`config.mk`:
```
export PLATFORM = sky130hd
export DESIGN_NAME = apu_envelope
export DESIGN_NICKNAME = d
export VERILOG_FILES = /design/src/rtl/apu_env_pkg.sv /design/src/rtl/apu_env_div.sv /design/src/rtl/apu_envelope.sv
export SDC_FILE = /design/constraint.sdc
export NUM_CORES = 1
export LEC_CHECK = 0
export ABC_AREA = 1
export CAP_MARGIN = 20
export CORE_MARGIN = 3
export CORE_UTILIZATION = 46
export DETAILED_ROUTE_END_ITERATION = 10
export GPL_ROUTABILITY_DRIVEN = 1
export HOLD_SLACK_MARGIN = 0.12
export PLACE_DENSITY_LB_ADDON = 0.25
export SYNTH_ARGS = -nofsm -noshare
export SYNTH_HDL_FRONTEND = slang
export SYNTH_SLANG_ARGS = --single-unit
```
`constraint.sdc`:
```
create_clock -name CLK -period 1.1 [get_ports CLK]
set_input_delay 0.11 -clock CLK [delete_from_list [all_inputs] [get_ports CLK]]
set_output_delay 0.11 -clock CLK [all_outputs]
set_load 0.05 [all_outputs]
```
`src/rtl/apu_env_pkg.sv`:
```
// Shared constants for the APU envelope unit: DIN field positions and decay maximum.
package apu_env_pkg;

    function automatic int loop_bit(input int w);
        return w + 1;
    endfunction

    function automatic int const_bit(input int w);
        return w;
    endfunction

    function automatic int decay_max(input int w);
        return (1 << w) - 1;
    endfunction

endpackage

```
`src/rtl/apu_env_div.sv`:
```
// Reloadable down-counter dividing the quarter-frame rate by V+1.
// Count output present only with APU_ENVELOPE_DBG_EN.
module apu_env_div #(
    parameter int W = 4
) (
    input  logic         CLK,
    input  logic         nRES,
    input  logic         ce,
    input  logic         reload,
    input  logic [W-1:0] reload_val,
`ifdef APU_ENVELOPE_DBG_EN
    output logic [W-1:0] cnt,
`endif
    output logic         zero
);

    logic [W-1:0] cnt_q;

    assign zero = (cnt_q == '0);

`ifdef APU_ENVELOPE_DBG_EN
    assign cnt = cnt_q;
`endif

    always_ff @(posedge CLK or negedge nRES) begin
        if (!nRES) begin
            cnt_q <= '0;
        end else if (ce) begin
            if (reload || zero) begin
                cnt_q <= reload_val;
            end else begin
                cnt_q <= cnt_q - 1'b1;
            end
        end
    end

endmodule

```
`src/rtl/apu_envelope.sv`:
```
// APU envelope generator: start flag, divider and decay counter on quarter-frame.
// Optional debug outputs enabled by defining APU_ENVELOPE_DBG_EN.
module apu_envelope
    import apu_env_pkg::*;
#(
    parameter int VOL_W = 4
) (
    input  logic             CLK,
    input  logic             nRES,
    input  logic             nLFO1,
    input  logic             WR_CTRL,
    input  logic             WR_LEN,
    input  logic [VOL_W+1:0] DIN,
`ifdef APU_ENVELOPE_DBG_EN
    output logic [VOL_W-1:0] DBG_DECAY,
    output logic [VOL_W-1:0] DBG_DIV,
    output logic             DBG_START,
`endif
    output logic [VOL_W-1:0] VOL,
    output logic             LOOP
);

    localparam int LOOP_BIT = loop_bit(VOL_W);
    localparam int CONST_BIT = const_bit(VOL_W);
    localparam logic [VOL_W-1:0] C_MAX = VOL_W'(decay_max(VOL_W));

    logic             lfo_prev;
    logic             qf;
    logic             loop_q;
    logic             const_q;
    logic [VOL_W-1:0] v_q;
    logic             start_q;
    logic [VOL_W-1:0] decay_q;
    logic             div_zero;

    // Falling edge of nLFO1; a held low level fires only once.
    assign qf = lfo_prev & ~nLFO1;

    always_ff @(posedge CLK or negedge nRES) begin
        if (!nRES) begin
            lfo_prev <= 1'b1;
        end else begin
            lfo_prev <= nLFO1;
        end
    end

    always_ff @(posedge CLK or negedge nRES) begin
        if (!nRES) begin
            loop_q  <= 1'b0;
            const_q <= 1'b0;
            v_q     <= '0;
        end else if (WR_CTRL) begin
            loop_q  <= DIN[LOOP_BIT];
            const_q <= DIN[CONST_BIT];
            v_q     <= DIN[VOL_W-1:0];
        end
    end

    // A length write wins over the clear done by a coincident quarter-frame.
    always_ff @(posedge CLK or negedge nRES) begin
        if (!nRES) begin
            start_q <= 1'b0;
        end else if (WR_LEN) begin
            start_q <= 1'b1;
        end else if (qf) begin
            start_q <= 1'b0;
        end
    end

    always_ff @(posedge CLK or negedge nRES) begin
        if (!nRES) begin
            decay_q <= '0;
        end else if (qf) begin
            if (start_q) begin
                decay_q <= C_MAX;
            end else if (div_zero) begin
                if (decay_q != '0) begin
                    decay_q <= decay_q - 1'b1;
                end else if (loop_q) begin
                    decay_q <= C_MAX;
                end
            end
        end
    end

    apu_env_div #(
        .W(VOL_W)
    ) u_div (
        .CLK        (CLK),
        .nRES       (nRES),
        .ce         (qf),
        .reload     (start_q),
        .reload_val (v_q),
`ifdef APU_ENVELOPE_DBG_EN
        .cnt        (DBG_DIV),
`endif
        .zero       (div_zero)
    );

    assign VOL  = const_q ? v_q : decay_q;
    assign LOOP = loop_q;

`ifdef APU_ENVELOPE_DBG_EN
    assign DBG_DECAY = decay_q;
    assign DBG_START = start_q;
`endif

endmodule

```
==> results of run 1 <==
## cell families after synthesis
kind of cell,Yosys count,synth area share (%)
fa+ha+maj,2,2.72
mux,3,3.68
compound gates,12,7.22
flops,16,43.7
buf+inv,19,7.90
simple gates,63,34.7
## power by group
part / internal, W / switching [W] / total (W)
clock: 0.000202 / 0.000206 / 0.000408
combinational: 0.000530 / 0.000594 / 0.00112
sequential: 0.000686 / 0.0000944 / 0.000781
## repair_timing
item | in CTS | in global routing
pin swaps | 5 | 5
buffers inserted | 3 | 4
hold buffers | 0 | 0
endpoints found under the setup margin | 12 | 12
gates resized for setup | 8 | 10
## layer usage
metal	GRT usage (%)	wire (um)	up-vias
met4	8.97	98	0
met5	0	0	-
met2	34.1	1190	23
li1	-	-	432
met3	2.97	85	9
met1	24.4	991	420
## layout make-up
class	count	area, um2	share of cell area (%)
multi-input combinational	80	558	38.7
sequential	16	404	28.1
timing repair buffer	33	347	24.1
inverter	17	63.8	4.43
clock buffer	4	36.3	2.52
tap	25	31.3	2.17
## per-stage QoR
step | setup WS [ns] | TNS (ns)
2_1_floorplan | -0.0555 | -0.388
5_1_grt | -0.273 | -2.48
3_3_place_gp | -0.113 | -0.748
3_5_place_dp | -0.146 | -1.06
6_report | -0.213 | -1.62
4_1_cts | -0.213 | -1.35
## worst min path at each step
| stage | slack [ns] | endpoint | startpoint | cells past startpoint |
|---|---|---|---|---|
| finish | 0.13 | decay_q[0]$_DFFE_PN0P_ | nRES | 2 |
| floorplan | -0.19 | LOOP$_DFFE_PN0P_ | nRES | 0 |
| global route | 0.13 | decay_q[1]$_DFFE_PN0P_ | nRES | 2 |
| global placement | 0.45 | decay_q[1]$_DFFE_PN0P_ | nRES | 2 |
| CTS | 0.14 | decay_q[0]$_DFFE_PN0P_ | nRES | 2 |
| detailed placement | 0.45 | decay_q[1]$_DFFE_PN0P_ | nRES | 2 |
## Yosys cell counts
cell,count,area share [%]
nand2_1,42,17
dfrtp_1,15,41
inv_1,13,5.3
o21ai_0,8,4.4
nand3_1,6,3.3
inv_2,4,1.6
nor2_1,4,1.6
mux2_1,3,3.7
ha_1,2,2.7
nand2_2,2,1.4
nand2_4,2,2.5
nand3_2,2,2.2
a21oi_1,1,0.54
buf_2,1,0.54
clkbuf_1,1,0.41
dfstp_2,1,2.9
nand3_4,1,1.9
nand4_1,1,0.68
nor2_2,1,0.68
nor2_4,1,1.2
nor2_8,1,2.2
o21ai_1,1,0.54
o21ai_2,1,0.95
o21bai_1,1,0.82
## sequential cells by signal, indices dropped and copies added (netlist names)
signal / cells
LOOP: 1
u_div.cnt_q: 4
v_q: 4
const_q: 1
decay_q: 4
start_q: 1
lfo_prev: 1
==> impl_metrics.env, run 1 <==
export IMPL_outcome="complete, but fails checks"
export IMPL_violations="setup timing"
export IMPL_h_tree_depth=1
export IMPL_final_core_util_pct=79.9
export IMPL_final_layout_size_suffix_gt1_share_pct=42.0
export IMPL_ys_ff_latch=16
export IMPL_syn_nets=128
export IMPL_cts_buffers=3
export IMPL_io_buffers=15
export IMPL_critical_path_max_fanout=4
export IMPL_n_antenna_cell=0
export IMPL_critPathCapture="VOL[0]"
export IMPL_max_cap_violations=0
export IMPL_nFillCells=120
export IMPL_report_final_slew_viol_count=0
export IMPL_fin_crit_ns=1.31
export IMPL_grt_pass1_vias=844
export IMPL_initial_utilization_pct=51.0
export IMPL_clk_pin_slew_ns=0.10
export IMPL_antenna_found_initial=0
export IMPL_post_dp_cell_area_um2=1280
export IMPL_setup_ws_ns=-0.213
export IMPL_ctsRootBufferMaster="clkbuf_4"
export IMPL_power_total_w=0.00231
export IMPL_path_depth=3
export IMPL_die_w_um=50.7
export IMPL_nets=164
export IMPL_routabilityCongestion=0.839
export IMPL_synth_cells=115
export IMPL_drt_iter0_drc=15
export IMPL_die_area_um2=2570
export IMPL_syn_area_per_cell_um2=7.99
export IMPL_drcViolationCount=0
export IMPL_grt_overflow=0
export IMPL_critPathMaxStageDelay_ns=0.44
export IMPL_grt_pass1_wl_mm=3.72
export IMPL_clk_latency_ns=0.30
export IMPL_drtAntennaViolNets=0
export IMPL_cp_start_kind="flop"
export IMPL_worst_path_buf_inv=2
export IMPL_wl_per_cell_um=13.5
export IMPL_worstHoldPathType="primary input to asynchronous set/reset pin"
export IMPL_arrival_ns=1.20
export IMPL_fin_cells=175
export IMPL_place_inst=164
export IMPL_relSlewSlack_pct=81.0
export IMPL_r2r_slack_ns=-0.17
export IMPL_hpwl_mm=1.58
export IMPL_viasPerCell=5.05
export IMPL_layout_common_cells="nand2_1, buf_4, dfrtp_1, inv_2, clkdlybuf4s50_1"
export IMPL_cp_slowest_cell="dfrtp_2"
export IMPL_worst_clock_skew_ns=0.00532
export IMPL_fin_crit_sh_pct=119
export IMPL_vias=884
export IMPL_path_class="flop to output pin"
export IMPL_reg2regPathDepth=7
export IMPL_seq_area_frac_synth_pct=43.7
export IMPL_pwr_density_cell_nw_per_um2=1610
export IMPL_critical_path_top_delay_family="flip-flops"
export IMPL_cp_data_required_time_ns=0.99
export IMPL_rsz0062_at_grt="yes"
export IMPL_hold_violations=0
export IMPL_synth_warnings=0
export IMPL_cp_end_kind="output pin"
export IMPL_p_leak_nw=0.707
export IMPL_ir_drop_v=0.000999
export IMPL_clk_path_buf_depth=2
export IMPL_timing_rr_end="decay_q[2]$_DFFE_PN0P_"
export IMPL_core_um2=1800
export IMPL_grt_util_all_layers_pct=19.9
export IMPL_final_area_um2=1440
export IMPL_final_common_cell="nand2_1"
export IMPL_grt_max_degree=17
export IMPL_synth_cell_types=24
export IMPL_worst_slew_pin_slew_ns=0.285
export IMPL_fp_row_count=15
export IMPL_fmax_ghz=0.762
export IMPL_drt_pass1_iterations=4
export IMPL_hold_ws_ns=0.129
export IMPL_setup_violations=12
export IMPL_wl_mm=2.36
export IMPL_syn_to_final_growth_pct=56.8
export IMPL_dieHeight_um=50.7
export IMPL_ioPinCount=16
export IMPL_cp_startpoint="const_q$_DFFE_PN0P_"
export IMPL_path_cells="buf_6, o21ai_4, buf_12"
export IMPL_netlist_area_um2=918
export IMPL_cts_num_sinks=16
export IMPL_worstReg2RegStart="u_div.cnt_q[1]$_DFFE_PN0P_"
export IMPL_cts_tree="done"
(Power assumes the default switching activity.)
==> run 2: changes to the inputs <==
- CTS_CLUSTER_DIAMETER: default -> 30
==> results of run 2 <==
The final DEF is identical to that of run 1; final timing and power are the same.
